==> src/rtl/keypad_matrix_emu.sv <==
`default_nettype none
// =============================================================================
// keypad_matrix_emu : row-side 4x4 keypad responder with contact-bounce model
// Revision 1.0
// =============================================================================
module keypad_matrix_emu #(
   parameter int unsigned TICK_DIV     = 50000,
   parameter int unsigned BOUNCE_TICKS = 4,
   parameter int unsigned GAP_TICKS    = 20,
   parameter logic [7:0]  LFSR_SEED    = 8'hA5
) (
   input  logic        clk,
   input  logic        rst,
   input  logic        cmd_valid,
   output logic        cmd_ready,
   input  logic [3:0]  cmd_key,
   input  logic [15:0] cmd_hold,
   input  logic [3:0]  c_pin,
   output logic [3:0]  r_pin,
   output logic        busy,
   output logic        done
);

   localparam int unsigned  CW         = $clog2(TICK_DIV);
   localparam logic [CW-1:0] TICK_LAST = CW'(TICK_DIV - 1);
   localparam logic [16:0]  BOUNCE_LIM = 17'(BOUNCE_TICKS);
   localparam logic [16:0]  GAP_LIM    = 17'(GAP_TICKS);
   localparam bit           HAS_BOUNCE = (BOUNCE_TICKS != 0);

   typedef enum logic [2:0] {
      S_IDLE         = 3'd0,
      S_PRESS_BOUNCE = 3'd1,
      S_HOLD         = 3'd2,
      S_REL_BOUNCE   = 3'd3,
      S_GAP          = 3'd4
   } state_t;

   state_t        state;
   state_t        state_nxt;
   logic [CW-1:0] tick_cnt;
   logic          tick;
   logic [7:0]    lfsr;
   logic [7:0]    lfsr_step;
   logic [7:0]    lfsr_upd;
   logic [15:0]   phase;
   logic [16:0]   phase_limit;
   logic          phase_end;
   logic [3:0]    key_l;
   logic [15:0]   hold_l;
   logic          contact;
   logic          contact_nxt;
   logic          done_nxt;
   logic          accept;
   logic [3:0]    r_nxt;

   assign cmd_ready = (state == S_IDLE) && !done && !rst;
   assign busy      = (state != S_IDLE);
   assign accept    = cmd_valid && cmd_ready;
   assign tick      = (tick_cnt == TICK_LAST);

   // Fibonacci LFSR, taps 8,6,5,4; lfsr_upd is the value the register holds after this edge
   assign lfsr_step = {lfsr[6:0], lfsr[7] ^ lfsr[5] ^ lfsr[4] ^ lfsr[3]};
   assign lfsr_upd  = tick ? lfsr_step : lfsr;

   always_ff @(posedge clk or posedge rst) begin
      if (rst) begin
         tick_cnt <= '0;
      end else if (accept || tick) begin
         tick_cnt <= '0;
      end else begin
         tick_cnt <= tick_cnt + 1'b1;
      end
   end

   always_ff @(posedge clk or posedge rst) begin
      if (rst) begin
         lfsr <= LFSR_SEED;
      end else if (tick) begin
         lfsr <= lfsr_step;
      end
   end

   always_ff @(posedge clk or posedge rst) begin
      if (rst) begin
         key_l  <= '0;
         hold_l <= 16'd1;
      end else if (accept) begin
         key_l  <= cmd_key;
         hold_l <= (cmd_hold == 16'd0) ? 16'd1 : cmd_hold;
      end
   end

   always_ff @(posedge clk or posedge rst) begin
      if (rst) begin
         state   <= S_IDLE;
         phase   <= '0;
         contact <= 1'b0;
         done    <= 1'b0;
      end else begin
         state   <= state_nxt;
         contact <= contact_nxt;
         done    <= done_nxt;
         if (state_nxt != state) begin
            phase <= '0;
         end else if (tick) begin
            phase <= phase + 16'd1;
         end
      end
   end

   always_comb begin
      state_nxt   = state;
      contact_nxt = contact;
      done_nxt    = 1'b0;
      phase_limit = 17'd1;

      unique case (state)
         S_PRESS_BOUNCE, S_REL_BOUNCE: phase_limit = BOUNCE_LIM;
         S_HOLD:                       phase_limit = {1'b0, hold_l};
         S_GAP:                        phase_limit = GAP_LIM;
         default:                      phase_limit = 17'd1;
      endcase

      phase_end = tick && (({1'b0, phase} + 17'd1) >= phase_limit);

      unique case (state)
         S_IDLE: begin
            contact_nxt = 1'b0;
            if (accept) begin
               if (HAS_BOUNCE) begin
                  state_nxt   = S_PRESS_BOUNCE;
                  contact_nxt = lfsr_upd[0];
               end else begin
                  state_nxt   = S_HOLD;
                  contact_nxt = 1'b1;
               end
            end
         end
         S_PRESS_BOUNCE: begin
            if (phase_end) begin
               state_nxt   = S_HOLD;
               contact_nxt = 1'b1;
            end else if (tick) begin
               contact_nxt = lfsr_upd[0];
            end
         end
         S_HOLD: begin
            contact_nxt = 1'b1;
            if (phase_end) begin
               if (HAS_BOUNCE) begin
                  state_nxt   = S_REL_BOUNCE;
                  contact_nxt = lfsr_upd[0];
               end else begin
                  state_nxt   = S_GAP;
                  contact_nxt = 1'b0;
               end
            end
         end
         S_REL_BOUNCE: begin
            if (phase_end) begin
               state_nxt   = S_GAP;
               contact_nxt = 1'b0;
            end else if (tick) begin
               contact_nxt = lfsr_upd[0];
            end
         end
         S_GAP: begin
            contact_nxt = 1'b0;
            if (phase_end) begin
               state_nxt = S_IDLE;
               done_nxt  = 1'b1;
            end
         end
         default: begin
            state_nxt   = S_IDLE;
            contact_nxt = 1'b0;
         end
      endcase
   end

   // Matrix behaviour: our row closes whenever our own column is driven
   always_comb begin
      r_nxt = 4'b0000;
      if (contact && c_pin[key_l[3:2]]) begin
         r_nxt[key_l[1:0]] = 1'b1;
      end
   end

   always_ff @(posedge clk or posedge rst) begin
      if (rst) begin
         r_pin <= 4'b0000;
      end else begin
         r_pin <= r_nxt;
      end
   end

endmodule
`default_nettype wire
==> config.mk <==
export PLATFORM = sky130hd
export DESIGN_NAME = keypad_matrix_emu
export DESIGN_NICKNAME = d
export VERILOG_FILES = /design/src/rtl/keypad_matrix_emu.sv
export SDC_FILE = /design/constraint.sdc
export NUM_CORES = 1
export LEC_CHECK = 0
export CORE_ASPECT_RATIO = 2
export CORE_MARGIN = 1.5
export CORE_UTILIZATION = 45
export DETAILED_ROUTE_END_ITERATION = 10
export PLACE_DENSITY = 0.72
export SLEW_MARGIN = 20
export SYNTH_ARGS = -nofsm -noshare
export SYNTH_HDL_FRONTEND = slang
export SYNTH_SLANG_ARGS = --single-unit
==> constraint.sdc <==
create_clock -name clk -period 7.7 [get_ports clk]
set_input_delay 1.54 -clock clk [delete_from_list [all_inputs] [get_ports clk]]
set_output_delay 1.54 -clock clk [all_outputs]
set_load 0.1 [all_outputs]
* Word level (Yosys, flattened, before mapping)
Index checks and enable logic that the tools add are counted.
** Cells by class
- Multiplexer cells :: 25
- Reductions and logical operators :: 14
- Add/subtract/negate cells :: 3
- Bitwise gates (word level) :: 3
- Equality and inequality tests :: 6
- Order comparisons :: 4
** Operator list (count)
- 16-bit two-way mux :: 4
- 16-bit one-hot mux with 3 select lines :: 1
- 16-bit by 1-bit adder with 16-bit output, second input constant :: 2
- 16-bit by 1-bit adder with 17-bit output, second input constant :: 1
- 17-bit greater-or-equal comparator :: 1
- 16-bit == test, second input constant :: 1
- 16-bit zero test :: 1
- 3-bit two-way mux :: 5
- 3-bit one-hot mux with 5 select lines :: 1
- 1-bit two-way mux :: 10
- 3-bit by 2-bit == test with 1-bit output, second input constant :: 2
- 1-bit logical AND :: 6
- 2-bit by 3-bit < comparator with 1-bit output, second input constant :: 2
- 4-bit two-way mux :: 1
- 1-bit one-hot mux with 4 select lines :: 1
- 3-bit by 1-bit == test with 1-bit output, second input constant :: 1
- 3-bit == test, second input constant :: 1
- 3-bit zero test :: 1
- 3-bit inequality test :: 1
- 3-bit nonzero test :: 1
- 1-bit bitwise XOR :: 3
- 1-bit binary-select mux with 2-bit select :: 1
- 1-bit demux with 2-bit select :: 1
- 2-bit by 1-bit greater-or-equal comparator with 1-bit output, second input constant :: 1
- 4 further kinds :: 5
** Word-level totals
- Flip-flop bits (word level) :: 69
- Output and inout bits :: 7
- Bits of input ports :: 27
- Word-level logic and storage cells :: 65

* Longest topological paths before layout
- Word-level depth :: 9
- Gate-level depth with buffers :: 14
- Gate-level depth less buffers :: 13

* Least setup slack after synthesis
No wires, ideal clock.
- Path kind :: in2out
- Start :: in rst
- End :: out cmd_ready
- Setup slack :: 2.557 ns
- Data arrival time :: 3.603 ns
- Path buffers :: 0
- Required time :: 6.160 ns
- Cell stages on the path :: 1
- Cells stage by stage :: nor3_1
** On the way
- Longest elaborated chain between the ends :: 2
** Ends and longest elaborated chain
- start, declared :: RTL line 13 : input logic rst,
- 1-bit zero test (no line)
- 1-bit logical AND :: RTL line 56 : assign cmd_ready = (state == S_IDLE) && !done && !rst;
- end, declared :: RTL line 15 : output logic cmd_ready,
No other way between the ends.

* Final worst setup path
Ends and elaborated chain as after synthesis.

==> flow_metrics.py <==
metrics = {
    "cts": {
        "cts_hold_buf": 0,
        "cts_buffer_depth": 2,
        "clock_sinks": 69,
        "total_cts_buffers": 9,
        "cts_tree": "built",
        "h_tree_level_count": 3,
        "postCtsSetupRepairBufs": 0,
        "clk_latency_ns": 0.33,
        "post_cts_sizing_count": 0,
        "clockRootBuffer": "sky130_fd_sc_hd__clkbuf_16",
        "cts.clk_slew.worst_paths_ns": 0.06,
    },
    "floorplan": {
        "die_height_um": 136,
        "fp.dieW_um": 69.6,
        "die-area_mm2": 0.00948,
        "floorplan.initialDensity_pct": 46.2,
        "num_io_pins": 34,
        "floorplan.rows": 48,
        "coreArea_mm2": 0.00865,
    },
    "sta": {
        "final_worst_hold_slack_ns": 0.461,
        "achievable-frequency_ghz": 0.204,
        "finClkSkew_ns": 0.00796,
        "setup_violations": 0,
        "timing.final.hold_violations": 0,
        "tightestPinTransition_ns": 0.988,
        "grt_setup_unrepaired": "false",
        "layout_worst_path_cycle_share_pct": 63.6,
        "post-route-min-period_ns": 4.90,
        "fin_max_slew_vios": 0,
        "setup_tns_ns": 0,
        "max-slew-margin-rel_pct": 33.9,
    },
    "synth": {
        "synthesis.yosys.warnings": 0,
        "post_synthesis_xor_xnor_area_fraction_pct": 9.87,
        "synthesis.area_mm2": 0.00399,
        "net_count_of_the_mapped_netlist": 476,
        "synth_async_sr_flop_share_pct": 100,
        "synth_enable_flop_cells": 0,
        "synth_top_family_by_area": "simple AND/OR/NAND/NOR gates",
        "area_fraction_in_and_or_nand_and_nor_cells_after_synthesis_pct": 29.2,
        "synth_adder_area_share_pct": 5.92,
        "most_used_flip_flop_cell_after_synthesis": "sky130_fd_sc_hd__dfrtp_1",
        "synthMuxAreaShare_pct": 1.32,
        "syn-mean-instance-area_um2": 9.26,
        "synth-compound-area-share_pct": 6.65,
        "syn-instance-count": 431,
        "yosysSeqAreaShare_pct": 43.4,
        "post_synth_num_cell_types": 58,
        "synth.ff_latch_count": 69,
    },
    "finish": {
        "drive_gt1_share_pct": 12.0,
        "antennaDiodeCount": 0,
        "flow.area_growth_from_synthesis_pct": 16.5,
        "total_area_of_multi_input_combinational_cells_mm2": 0.00211,
        "fillerInstances": 805,
        "seq_area_mm2": 0.00173,
        "nets": 506,
        "finalInstanceArea_mm2": 0.00465,
    },
    "route": {
        "drt.antenna.violating_nets": 0,
        "via_count": 3139,
        "drt-initial-drc-count": 192,
        "vias_per_cell": 5.55,
        "drc": 0,
        "drt-wirelength-per-cell_um": 15.6,
        "drt_pass1_iterations": 4,
        "postRouteWirelength_mm": 8.83,
    },
    "global_routing": {
        "globalRoute.totalOverflow": 0,
        "first_global_vias": 3173,
        "global_route.usage.total_pct": 19.7,
        "antenna_found_initial": 0,
        "grt_max_degree": 70,
        "grt_first_pass_wirelength_mm": 14.7,
    },
    "outcome": {
        "run_status": "finished, final reports clean",
    },
    "pwr": {
        "power.total_uw": 768,
        "power.density_mw_per_mm2": 165,
        "vdd_ir_drop_max_mv": 0.122,
        "power.static_leakage_nw": 2.08,
    },
    "job": {
        "max_cap_violations": 0,
    },
    "setup_path": {
        "worst-endpoint-required_ns": 6.16,
        "path_class": "primary input to output port",
        "timing.critical_path.to_type": "output port",
        "critPathLaunchType": "primary input",
        "path_max_fanout": 3,
        "worstPathArrival_ns": 3.36,
    },
    "placed_design": {
        "routabilityCongestion": 0.897,
        "numPortBuffers": 33,
        "dp_hpwl_mm": 6.35,
        "placement.cell_area_mm2": 0.00437,
    },
    "min_path": {
        "hold_path.class": "flip-flop to flip-flop",
    },
}
placed cells by master, fill, tap and decap left out, drive strengths merged, types with 4 or more instances in the layout:
cell / netlist / routed
o21ai: 7 / 7
nand2: 122 / 122
dfstp: 5 / 5
nor2: 31 / 31
xor2: 27 / 27
a21oi: 14 / 14
clkdlybuf4s50: 0 / 33
clkbuf: 9 / 12
nand3: 12 / 12
dfrtp: 64 / 64
inv: 8 / 8
nor3: 22 / 22
and3: 10 / 10
buf: 10 / 5
ha: 18 / 18
xnor2: 18 / 18
and4: 4 / 4
nand4: 9 / 9
nor3b: 4 / 4
cell families (layout without fill, tap and decap cells):
| logic type | Yosys count | in the layout |
|---|---|---|
| simple gates | 230 | 230 |
| buf+inv | 27 | 62 |
| compound gates | 37 | 37 |
| xor+xnor | 45 | 45 |
| mux | 4 | 4 |
| flops | 69 | 69 |
| fa+ha+maj | 19 | 19 |
worst paths after layout:
check | cells past startpoint | startpoint | end | slack (ns)
max | 3 | rst | cmd_ready | 2.80
min | 2 | lfsr[2] | lfsr[2] | 0.46
max reg2reg | 13 | phase[0] | phase[15] | 4.03
min reg2reg | 2 | lfsr[2] | lfsr[2] | 0.46
max in group asynchronous | 3 | rst | r_pin[2] | 5.28
min in group asynchronous | 3 | rst | lfsr[1] | 1.85
cells in the mapped netlist, drive strengths merged, types with 5 or more instances:
| cell | n | area (um^2) |
|---|---|---|
| clkbuf | 9 | 43.8 |
| nor2 | 31 | 116 |
| nand3 | 12 | 72.6 |
| dfstp | 5 | 131 |
| o21ai | 7 | 35.0 |
| buf | 10 | 71.3 |
| nor3 | 22 | 171 |
| inv | 8 | 30.0 |
| ha | 18 | 225 |
| and3 | 10 | 65.1 |
| xor2 | 27 | 236 |
| nand4 | 9 | 77.6 |
| a21oi | 14 | 73.8 |
| nand2 | 122 | 463 |
| dfrtp | 64 | 1600 |
| xnor2 | 18 | 158 |
power by group:
part,internal [mW],switching [mW],total [mW]
clock network,0.233,0.145,0.378
logic,0.0132,0.0131,0.0262
registers,0.363,0.0000632,0.363
total,0.610,0.158,0.768
sequential cells by signal, summed over array words and instances, names as in the netlist:
register  flops
done          1
contact       1
state         3
phase        16
tick_cnt     16
key_l         4
lfsr          8
r_pin         4
hold_l       16
final cells by class:
class | instances | share of cell area, %
clock buffer | 12 | 5.52
clock inverter | 4 | 0.485
inverter | 8 | 0.646
multi-input combinational | 335 | 45.5
sequential | 69 | 37.3
tap | 100 | 2.69
timing repair buffer | 38 | 7.91
metal layers:
metal  global-route usage (%)  part of all wire (%)  vias up
met5                        0                     0        -
met4                     10.5                   2.8        0
met3                     3.34                   2.8       18
met2                     35.8                    55       55
met1                     21.7                    39     1554
li1                         -                     -     1512
worst max-delay path, cell delays in order:
cell and delay, ns:
sky130_fd_sc_hd__clkdlybuf4s50_1 0.46, sky130_fd_sc_hd__nor3_1 0.19, sky130_fd_sc_hd__clkdlybuf4s50_1 1.17
stage by stage:
| step | cells | util (%) | setup WS [ns] |
|---|---|---|---|
| 2_1_floorplan | 431 | - | 2.56 |
| 3_5_place_dp | 550 | 50.5 | 2.81 |
| 6_report | 566 | 53.7 | 2.80 |
| 5_1_grt | 566 | 53.7 | 2.73 |
| 3_3_place_gp | 550 | 50.5 | 2.84 |
| 4_1_cts | 566 | 53.7 | 2.81 |
No activity file was read; power rests on OpenSTA's default activity.
